### src/rtl/sevenseg_scan.sv
// Multiplexed seven-segment scanner with guard interval and tear-free frame updates.
// Optional digit blinking is built when SEVENSEG_BLINK_EN is defined.
module sevenseg_scan #(
    parameter int DIGITS       = 6,
    parameter int SCAN_DIV     = 1000,
    parameter int GUARD        = 2,
    parameter int ACTIVE_LOW   = 0,
    parameter int BLINK_FRAMES = 64
) (
    input  logic                  clk,
    input  logic                  rst_n,
    input  logic                  load,
    input  logic [4*DIGITS-1:0]   digits_in,
    input  logic [DIGITS-1:0]     dp_in,
    input  logic [DIGITS-1:0]     blank_mask,
    input  logic [DIGITS-1:0]     blink_mask,
    output logic [6:0]            seg_out,
    output logic                  dp_out,
    output logic [DIGITS-1:0]     an_out,
    output logic                  pending,
    output logic                  frame_done
);

    localparam int CW = (SCAN_DIV > 1) ? $clog2(SCAN_DIV) : 1;
    localparam int IW = (DIGITS > 1) ? $clog2(DIGITS) : 1;
    localparam logic [CW-1:0] CNT_LAST = CW'(SCAN_DIV - 1);
    localparam logic [IW-1:0] IDX_LAST = IW'(DIGITS - 1);
    localparam logic POL = (ACTIVE_LOW != 0);

    logic                     run;
    logic [CW-1:0]            cnt, cnt_n;
    logic [IW-1:0]            idx, idx_n;
    logic [DIGITS-1:0][3:0]   disp_d, pend_d, disp_d_n;
    logic [DIGITS-1:0]        disp_dp, pend_dp, disp_dp_n;
    logic                     tick, wrap, guard_done, blink_dark, dark;
    logic [3:0]               nib;
    logic [6:0]               seg_n;
    logic                     dp_n;
    logic [DIGITS-1:0]        an_n;

    function automatic logic [6:0] decode(input logic [3:0] d);
        logic [6:0] s;
        case (d)
            4'd0:    s = 7'b1011111;
            4'd1:    s = 7'b0000011;
            4'd2:    s = 7'b1110110;
            4'd3:    s = 7'b1110011;
            4'd4:    s = 7'b0101011;
            4'd5:    s = 7'b1111001;
            4'd6:    s = 7'b1111101;
            4'd7:    s = 7'b1000011;
            4'd8:    s = 7'b1111111;
            4'd9:    s = 7'b1101011;
            default: s = 7'b0000000;
        endcase
        return s;
    endfunction

    // The first edge after reset only starts the scan at cnt=0 of digit 0.
    assign tick  = run && (cnt == CNT_LAST);
    assign wrap  = tick && (idx == IDX_LAST);
    assign cnt_n = (!run || tick) ? '0 : cnt + CW'(1);
    assign idx_n = !tick ? idx : (wrap ? '0 : idx + IW'(1));
    assign guard_done = 32'(cnt_n) >= GUARD;

`ifdef SEVENSEG_BLINK_EN
    localparam int FW = (BLINK_FRAMES > 1) ? $clog2(BLINK_FRAMES) : 1;
    localparam logic [FW-1:0] F_LAST = FW'(BLINK_FRAMES - 1);

    logic [FW-1:0] fcnt;
    logic          blink_off, blink_off_n, f_end;

    assign f_end       = wrap && (fcnt == F_LAST);
    assign blink_off_n = f_end ? ~blink_off : blink_off;
    assign blink_dark  = blink_off_n & blink_mask[idx_n];

    always_ff @(posedge clk or negedge rst_n) begin
        if (!rst_n) begin
            fcnt      <= '0;
            blink_off <= 1'b0;
        end else begin
            if (wrap) fcnt <= f_end ? '0 : fcnt + FW'(1);
            blink_off <= blink_off_n;
        end
    end
`else
    logic unused_blink;
    assign unused_blink = ^blink_mask ^ (BLINK_FRAMES != 0);
    assign blink_dark   = 1'b0;
`endif

    always_comb begin
        disp_d_n  = disp_d;
        disp_dp_n = disp_dp;
        if (wrap && load) begin
            disp_d_n  = digits_in;
            disp_dp_n = dp_in;
        end else if (wrap && pending) begin
            disp_d_n  = pend_d;
            disp_dp_n = pend_dp;
        end
        nib   = disp_d_n[idx_n];
        dark  = blank_mask[idx_n] | blink_dark;
        seg_n = dark ? 7'b0000000 : decode(nib);
        dp_n  = disp_dp_n[idx_n] & ~dark;
        an_n  = '0;
        if (guard_done) an_n[idx_n] = 1'b1;
    end

    always_ff @(posedge clk or negedge rst_n) begin
        if (!rst_n) begin
            run        <= 1'b0;
            cnt        <= '0;
            idx        <= '0;
            disp_d     <= '0;
            disp_dp    <= '0;
            pend_d     <= '0;
            pend_dp    <= '0;
            pending    <= 1'b0;
            frame_done <= 1'b0;
            seg_out    <= {7{POL}};
            dp_out     <= POL;
            an_out     <= {DIGITS{POL}};
        end else begin
            run        <= 1'b1;
            cnt        <= cnt_n;
            idx        <= idx_n;
            disp_d     <= disp_d_n;
            disp_dp    <= disp_dp_n;
            frame_done <= wrap;
            seg_out    <= seg_n ^ {7{POL}};
            dp_out     <= dp_n ^ POL;
            an_out     <= an_n ^ {DIGITS{POL}};
            if (load && !wrap) begin
                pend_d  <= digits_in;
                pend_dp <= dp_in;
                pending <= 1'b1;
            end else if (wrap) begin
                pending <= 1'b0;
            end
        end
    end

endmodule

### config.mk
export PLATFORM = sky130hd
export DESIGN_NAME = sevenseg_scan
export DESIGN_NICKNAME = d
export VERILOG_FILES = /design/src/rtl/sevenseg_scan.sv
export SDC_FILE = /design/constraint.sdc
export NUM_CORES = 1
export LEC_CHECK = 0
export CORE_ASPECT_RATIO = 1.2
export CORE_UTILIZATION = 24
export CTS_CLUSTER_DIAMETER = 40
export CTS_CLUSTER_SIZE = 12
export DETAILED_ROUTE_END_ITERATION = 12
export SLEW_MARGIN = 20
export SYNTH_ARGS = -nofsm -noshare
export SYNTH_HDL_FRONTEND = slang
export SYNTH_SLANG_ARGS = --single-unit
### constraint.sdc
create_clock -name clk -period 6.87 [get_ports clk]
set_input_delay 1.0305 -clock clk [delete_from_list [all_inputs] [get_ports clk]]
set_output_delay 1.0305 -clock clk [all_outputs]
set_load 0.02 [all_outputs]
==> summary.txt, run 1 <==
power density cells -> 213 mW/mm^2
worst ir drop on vdd -> 131 uV
clock skew -> 6.35 ps
Period minus WS final -> 4450 ps
Unique masters post-synth -> 57
Vias -> 3,315
Max-Cap Viols -> 0
Diodes inserted -> 0
input/output buffers -> 54
nature of the critical path endpoint -> flop
GR Overflow Total -> 0
cell taking the most area after synthesis -> dfrtp_1
yosys warns -> 0
vias in the first global route -> 3,427
# nets final -> 535
Final Hold Vio Count -> 0
global-route usage over all layers -> 11.6%
Crit path max-delay family -> simple AND/OR/NAND/NOR gates
Non-Filler Instances -> 737
critical path class -> input port to flop
Critical Path Max Stage Delay -> 730 ps
Slew HR -> 44.9%
largest net degree at the start of global routing -> 58
Post-synth EDFFs -> 0
Area Growth Syn to Fin -> 23.1%
Chip Width -> 128 microns
DRC -> 0
Seq/Total Area, Yosys -> 49.4%
syn_nets -> 489
fin. max-slew vios -> 0
initial core utilization -> 24.8%
combinational power share -> 10.2%
DR vias/cell -> 4.50
internal power -> 0.917 mW
Routed wire per std cell -> 14.4 microns
worst path bufs/invs -> 3
Setup crit start kind -> input port
placed insts -> 722
# H-tree levels -> 3
root buf cell -> clkbuf_16
Hold WC Path Type -> flop to flop
Setup Fix Bufs, Post-CTS -> 0
initial DRC count -> 152
top cell type's share of synthesized area -> 49.4%
antenna violations before repair -> 0
Final Util -> 30.5%
Clock Path Buffers -> 2
Critical Path, Cell by Cell -> clkdlybuf4s50_1 > inv_2 > or2_1 > mux2_2 > mux2i_1 > and2_1 > a211oi_1 > a31oi_1 > ha_1 > inv_1 > or4_1 > o21ai_0
ys async rst share -> 100%
Slew @ Worst Pin -> 827 ps
detailed placement HPWL -> 7640 microns
Core ar. -> 0.0184 sq mm
row count -> 54
# setup viols final -> 0
clock network fraction of total power -> 41.6%
Synth Cell Area -> 0.00456 sq mm
final worst slack -> 2420 ps
first-pass GRT wire length -> 17,400 microns
Die H -> 153 microns
period utilisation layout -> 64.8%
largest cells by area after synthesis -> dfrtp_1, mux2_2, mux2i_1
sequential fraction of design power -> 48.3%
Net Sw Power -> 0.279 mW
Avg Inst Size Synth -> 10.5 sq um
layout cells sized above 1 -> 14.6%
clock sink count -> 90
Num CTS Buffers -> 9
Syn Inst Count -> 435
setup slack at placement -> 2070 ps
CP required -> 7130 ps
Routed Antenna Nets -> 0
WL final -> 10,600 microns
Fmax -> 0.225 GHz
WP data arrival -> 4710 ps
post-CTS resize count -> 0
Max Fanout on Critical Path -> 23
switching share of power -> 23.3%
Static Leak -> 2.43 nW
status -> finished, final reports clean
Clk Latency, worst-skew pair -> 340 ps
1st-pass router iterations -> 4
Fin Setup TNS -> 0 ps
post-cts hold buffer count -> 0
#FFs+latches synth -> 90
Reg clk slew, reported paths -> 60 ps
Die ar. -> 0.0195 sq mm
I/O pin cnt -> 61
final RePlAce weighted congestion -> 0.751
TritonCTS clock tree -> built
slowest cell on the critical path -> clkdlybuf4s50_1
RSZ-0062 raised after global routing -> no
Top FF cell, synth -> dfrtp_1
## final cells by class
| class | instances | area (sq um) |
|---|---|---|
| Clock inverter | 5 | 62.6 |
| Tap cell | 252 | 315 |
| Inverter | 9 | 33.8 |
| Multi-Input combinational cell | 311 | 2120 |
| Clock buffer | 10 | 239 |
| Timing Repair Buffer | 60 | 583 |
| Fill cell | 1933 | 12800 |
| Sequential cell | 90 | 2250 |
## routing by layer
metal,global-route usage [%],up-vias,part of all wire [%]
li1,-,1622,-
met1,13.7,1614,43
met2,20.0,66,52
met3,2.59,13,3.4
met4,4.87,0,1.8
met5,0,-,0
## final timing paths
path / cells past startpoint / slack (ps) / end / from
worst min-delay path: 1 / 460 / cnt[0] / cnt[0]
worst max-delay path: 12 / 2420 / seg_out[4] / load
worst max register to register: 13 / 2650 / seg_out[4] / idx[0]
worst min register to register: 1 / 460 / cnt[0] / cnt[0]
min in group asynchronous: 1 / 620 / an_out[1] / rst_n
max in group asynchronous: 2 / 5180 / pend_d[6] / rst_n
## power groups by stage
stage	registers, mW	clock network [mW]	logic, mW
after global routing	0.581	0.533	0.136
after floorplan	0.587	0	0.0623
final	0.577	0.497	0.122
after detailed placement	0.587	0	0.124
after CTS	0.578	0.511	0.125
after global placement	0.585	0	0.121
## per-stage QoR
step           area, sq um  power [mW]  hold slack, ps
4_1_cts               5610        1.21             461
5_1_grt               5610        1.25             514
3_3_place_gp          5310       0.706             442
2_1_floorplan         4560       0.649             425
6_report              5610        1.20             459
3_5_place_dp          5310       0.711             445
## placed cells by master (no fill, tap or decap), types with 5 or more instances in the layout
cell type / netlist / final
a21oi_1: 34 / 34
mux2i_1: 25 / 25
inv_1: 5 / 5
dfrtp_1: 90 / 90
nor2_1: 50 / 50
and2_1: 6 / 6
o21ai_0: 8 / 8
clkbuf_16: 0 / 9
mux2_2: 37 / 37
buf_4: 1 / 7
ha_1: 9 / 9
and3_1: 7 / 7
nor3_1: 13 / 13
clkdlybuf4s50_1: 0 / 53
nand2_1: 40 / 40
xnor2_1: 7 / 7
o21a_1: 9 / 9
## cells by family (layout without fill, tap and decap cells)
logic type / after synthesis / after routing / synth area share [%]
simple gates: 147 / 147 / 15.8
fa+ha+maj: 9 / 9 / 2.47
buf+inv: 34 / 84 / 3.98
mux: 65 / 65 / 15.4
flops: 90 / 90 / 49.4
xor+xnor: 10 / 10 / 1.92
other cells: 1 / 1 / 0.0823
compound gates: 79 / 79 / 10.9
## worst register-to-register path, stage by stage (launching register included)
cell,delay (ps)
dfrtp_1,530
ha_1,260
nor4bb_1,230
nand4_1,470
or2_1,700
buf_4,340
nor2_1,100
a21oi_1,60
mux2_2,290
a31oi_1,290
ha_1,210
inv_1,60
or4_1,510
o21ai_0,90
## registers in the layout (all words and copies together) (netlist names)
signal      cells
disp_dp         6
seg_out         7
pend_dp         6
an_out          6
idx             3
pend_d         24
pending         1
cnt            10
dp_out          1
frame_done      1
disp_d         24
run             1
## Yosys cell counts (5+ instances only)
master and count:
a21oi_1 34, and2_1 6, and3_1 7, buf_6 6
clkbuf_1 12, dfrtp_1 90, ha_1 9, inv_1 5
mux2_2 37, mux2i_1 25, nand2_1 40, nor2_1 50
nor3_1 13, o21a_1 9, o21ai_0 8, xnor2_1 7
Power figures use the tool's default switching activity.
==> inputs of run 2 (changes only) <==
==> constraint.sdc (replaced) <==
create_clock -name clk -period 4.3 [get_ports clk]
set_input_delay 0.645 -clock clk [delete_from_list [all_inputs] [get_ports clk]]
set_output_delay 0.645 -clock clk [all_outputs]
set_load 0.02 [all_outputs]
==> run 2 against run 1 <==
  * Sequential share of layout area is 0.36 points lower
  * Design area increased by 0.91%
  * Clock power up 64%
  * Global-route usage decreased by 0.25 points
  * Non-clock buffer count is 6 higher
  * Critical path depth up 3
  * Worst hold slack got worse by 91 ps
  * Utilization up 0.28 points
  * First-iteration DRC count shrank 18%
  * Clock skew increased by 3.7 ps
  * Largest cell class unchanged
  * Highest routed layer unchanged
==> summary.txt, run 2 (synthesized netlist as in run 1, its figures left out) <==
setup slack at placement -> 605 ps
DRC -> 0
layout cells sized above 1 -> 15.9%
global-route usage over all layers -> 11.3%
Non-Filler Instances -> 744
vias in the first global route -> 3,381
RSZ-0062 raised after global routing -> no
clock sink count -> 90
Clock Path Buffers -> 2
Core ar. -> 0.0184 sq mm
final worst slack -> 600 ps
Routed Antenna Nets -> 0
clock skew -> 10.0 ps
critical path class -> flop to flop
DR vias/cell -> 4.49
Worst R2R Setup Slack -> 600 ps
worst ir drop on vdd -> 184 uV
CP required -> 4550 ps
largest net degree at the start of global routing -> 61
Max-Cap Viols -> 0
initial core utilization -> 24.8%
Final Util -> 30.8%
period utilisation layout -> 86.0%
Chip Width -> 128 microns
post-cts hold buffer count -> 0
Area Growth Syn to Fin -> 24.2%
Period minus WS final -> 3700 ps
power density cells -> 341 mW/mm^2
status -> finished, final reports clean
final RePlAce weighted congestion -> 0.789
R2R Path End -> seg_out[4]
root buf cell -> clkbuf_16
# H-tree levels -> 3
TritonCTS clock tree -> built
# setup viols final -> 0
Filler cells -> 1,963
row count -> 54
Die ar. -> 0.0195 sq mm
Final Hold Vio Count -> 0
Setup crit start kind -> flop
WP data arrival -> 3950 ps
fin. max-slew vios -> 0
Max Fanout on Critical Path -> 11
Num CTS Buffers -> 9
Diodes inserted -> 0
final hold slack -> 368 ps
Routed wire per std cell -> 14.3 microns
GR Overflow Total -> 0
post-CTS resize count -> 0
Clk Latency, worst-skew pair -> 340 ps
detailed placement HPWL -> 7790 microns
most frequent cells in the layout -> dfrtp_1, clkdlybuf4s50_1, nor2_1, nand2_1, mux2_2
WL final -> 10,600 microns
I/O pin cnt -> 61
placed insts -> 728
initial DRC count -> 124
Slew @ Worst Pin -> 783 ps
Reg clk slew, reported paths -> 70 ps
Slew HR -> 47.8%
Fmax -> 0.270 GHz
1st-pass router iterations -> 4
# nets final -> 541
commonest non-fill, non-tap cell in the layout -> dfrtp_1
Fin Setup TNS -> 0 ps
Vias -> 3,337
Hold WC Path Type -> input port to async pin
worst reg2reg path startpoint -> idx[1]
Setup Fix Bufs, Post-CTS -> 0
Static Leak -> 2.46 nW
Die H -> 153 microns
input/output buffers -> 54
nature of the critical path endpoint -> flop
antenna violations before repair -> 1
largest registers -> disp_d (24), pend_d (24), cnt (10)
first-pass GRT wire length -> 17,200 microns
FF-to-FF path depth -> 15
==> run 2: how the worst max path moves through the flow <==
stage,end,start
floorplan,seg_out[4],idx[1]
global placement,seg_out[3],load
detailed placement,seg_out[6],load
CTS,seg_out[4],idx[0]
global route,seg_out[4],idx[0]
finish,seg_out[4],idx[1]
==> run 2: cell type report <==
class                   count  area, sq um  area share (%)
clock inverters             7         82.6            1.46
repair buffers             66          628            11.1
well taps                 252          315            5.57
flip-flops and latches     90         2250            39.8
multi-input cells         311         2120            37.5
clock buffers               9          225            3.98
inverters                   9         33.8           0.597
==> run 2: stage by stage <==
step / area [sq um] / power [mW]
finish: 5660 / 1.93
global route: 5660 / 2.02
CTS: 5660 / 1.96
detailed placement: 5350 / 1.14
global placement: 5350 / 1.13
floorplan: 4560 / 1.04
==> run 2: critical path, stage by stage, from the launching register on <==
cell,delay [ps]
dfrtp_1,440
inv_1,140
ha_1,210
and2_1,300
nand4_1,230
buf_4,270
mux2_2,280
mux2_2,270
mux2i_1,110
and2_1,140
a211oi_1,60
a31oi_1,280
ha_1,210
inv_1,60
or4_1,510
o21ai_0,100
==> run 2: where the power goes <==
group	switching, mW	internal (mW)
registers	0.0243	0.898
logic	0.0938	0.102
clock network	0.351	0.462
total	0.469	1.46
==> run 2: layer usage <==
metal  routed length [microns]  up-vias  GRT usage (%)
li1                          -     1632              -
met1                      4660     1626           13.6
met2                      5400       61           19.3
met3                       332       18           2.49
met4                       223        0           4.99
met5                         0        -              0
==> inputs of run 3 (changes only) <==
--- a/config.mk
+++ b/config.mk
@@ -10,6 +10,7 @@
 export CTS_CLUSTER_DIAMETER = 40
 export CTS_CLUSTER_SIZE = 12
 export DETAILED_ROUTE_END_ITERATION = 12
+export PLACE_DENSITY = 0.46
 export SLEW_MARGIN = 20
 export SYNTH_ARGS = -nofsm -noshare
 export SYNTH_HDL_FRONTEND = slang
==> run 3 against run 2 <==
  * Worst hold slack got worse by 3.3 ps
  * Maximum frequency increased by 3.2%
  * Wire length increased by 2.7%
  * Register-to-register slack improved by 120 ps
  * Sequential share of layout area decreased by 0.088 points
  * Combinational power about the same
  * Setup slack improved by 120 ps
  * Die area unchanged
  * Critical path depth decreased by 1
  * Clock skew about the same
  * Largest power group unchanged
==> summary.txt, run 3 (synthesized netlist as in run 1, its figures left out) <==
Reg clk slew, reported paths -> 60 ps
first-pass GRT wire length -> 17,900 microns
Placed Instance Area -> 0.00535 sq mm
Fmax -> 0.279 GHz
row count -> 54
largest net degree at the start of global routing -> 59
vias in the first global route -> 3,418
WL final -> 10,900 microns
worst ir drop on vdd -> 169 uV
detailed placement HPWL -> 7730 microns
Core ar. -> 0.0184 sq mm
Routed wire per std cell -> 14.7 microns
Area Growth Syn to Fin -> 24.5%
fin. max-slew vios -> 0
most frequent cells in the layout -> dfrtp_1, clkdlybuf4s50_1, nor2_1, nand2_1, mux2_2
Vias -> 3,270
CP required -> 4560 ps
Final Cell Area -> 0.00567 sq mm
Power, Total -> 1.99 mW
initial DRC count -> 91
final worst slack -> 716 ps
Chip Width -> 128 microns
Final Util -> 30.9%
nature of the critical path endpoint -> flop
Static Leak -> 2.46 nW
post-CTS resize count -> 0
Clk Latency, worst-skew pair -> 360 ps
final hold slack -> 365 ps
WP data arrival -> 3840 ps
Diodes inserted -> 0
Clock Path Buffers -> 2
Slew HR -> 48.8%
Setup Fix Bufs, Post-CTS -> 0
DRC -> 0
DR vias/cell -> 4.40
I/O pin cnt -> 61
layout cells sized above 1 -> 15.7%
TritonCTS clock tree -> built
1st-pass router iterations -> 6
post-cts hold buffer count -> 0
Max-Cap Viols -> 0
power density cells -> 350 mW/mm^2
critical path class -> flop to flop
Die H -> 153 microns
commonest non-fill, non-tap cell in the layout -> dfrtp_1
Num CTS Buffers -> 9
period utilisation layout -> 83.4%
Setup crit start kind -> flop
RSZ-0062 raised after global routing -> no
worst reg2reg path startpoint -> idx[0]
Routed Antenna Nets -> 0
Hold WC Path Type -> input port to async pin
# H-tree levels -> 3
# setup viols final -> 0
largest registers -> disp_d (24), pend_d (24), cnt (10)
# nets final -> 540
status -> finished, final reports clean
Fin Setup TNS -> 0 ps
global-route usage over all layers -> 12.0%
clock skew -> 10.2 ps
root buf cell -> clkbuf_16
clock sink count -> 90
Non-Filler Instances -> 743
Period minus WS final -> 3580 ps
GR Overflow Total -> 0
setup slack at placement -> 667 ps
Final Hold Vio Count -> 0
Slew @ Worst Pin -> 769 ps
input/output buffers -> 54
placed insts -> 727
final RePlAce weighted congestion -> 0.775
initial core utilization -> 24.8%
Die ar. -> 0.0195 sq mm
worst setup path start -> idx[0]
antenna violations before repair -> 0
Max Fanout on Critical Path -> 25
## run 3: cell count changes in the layout (fill, tap and decap cells not counted), sizes merged
cell,previous run,this run
inv,11,8
bufinv,1,2
buf,13,12
clkinvlp,1,2
clkbuf,9,10
## run 3: worst paths after layout
kind | end | slack (ps) | depth (start not counted)
worst max register to register | seg_out[4] | 720 | 14
worst min register to register | cnt[0] | 460 | 1
min in group clk | cnt[0] | 460 | 1
max in group asynchronous | pending | 3000 | 2
worst min-delay path | an_out[3] | 360 | 1
worst max-delay path | seg_out[4] | 720 | 14
## run 3: critical path, cell delays in order, from the launching register on
cell and delay, ps:
dfrtp_1 540, ha_1 260, nor4bb_1 210, nand4_1 120, buf_4 200, or2_1 280
buf_4 240, nor2_1 110, a21oi_1 60, mux2_2 290, a31oi_1 300, ha_1 210
inv_1 60, or4_1 510, o21ai_0 100
## run 3: cell type report
class                      instances  area (sq um)
multi-input combinational        311          2120
fill                            1928         12700
tap                              252           315
timing repair buffer              65           621
clock buffer                      10           239
sequential                        90          2250
inverter                           9          33.8
clock inverter                     6          88.8
## run 3: routing by layer
layer	part of all wire (%)	GRT usage, %	vias to the layer above	wire length, microns
li1	-	-	1630	-
met5	0	0	-	0
met2	50	20.3	48	5410
met4	2.2	6.33	0	245
met3	3.0	1.82	12	330
met1	45	14.6	1580	4930
## run 3: where the power goes
part | leakage, nW | internal (mW) | switching (mW)
combinational | 1.23 | 0.102 | 0.0936
sequential | 1.07 | 0.898 | 0.0226
clock | 0.155 | 0.526 | 0.344
total | 2.46 | 1.53 | 0.460
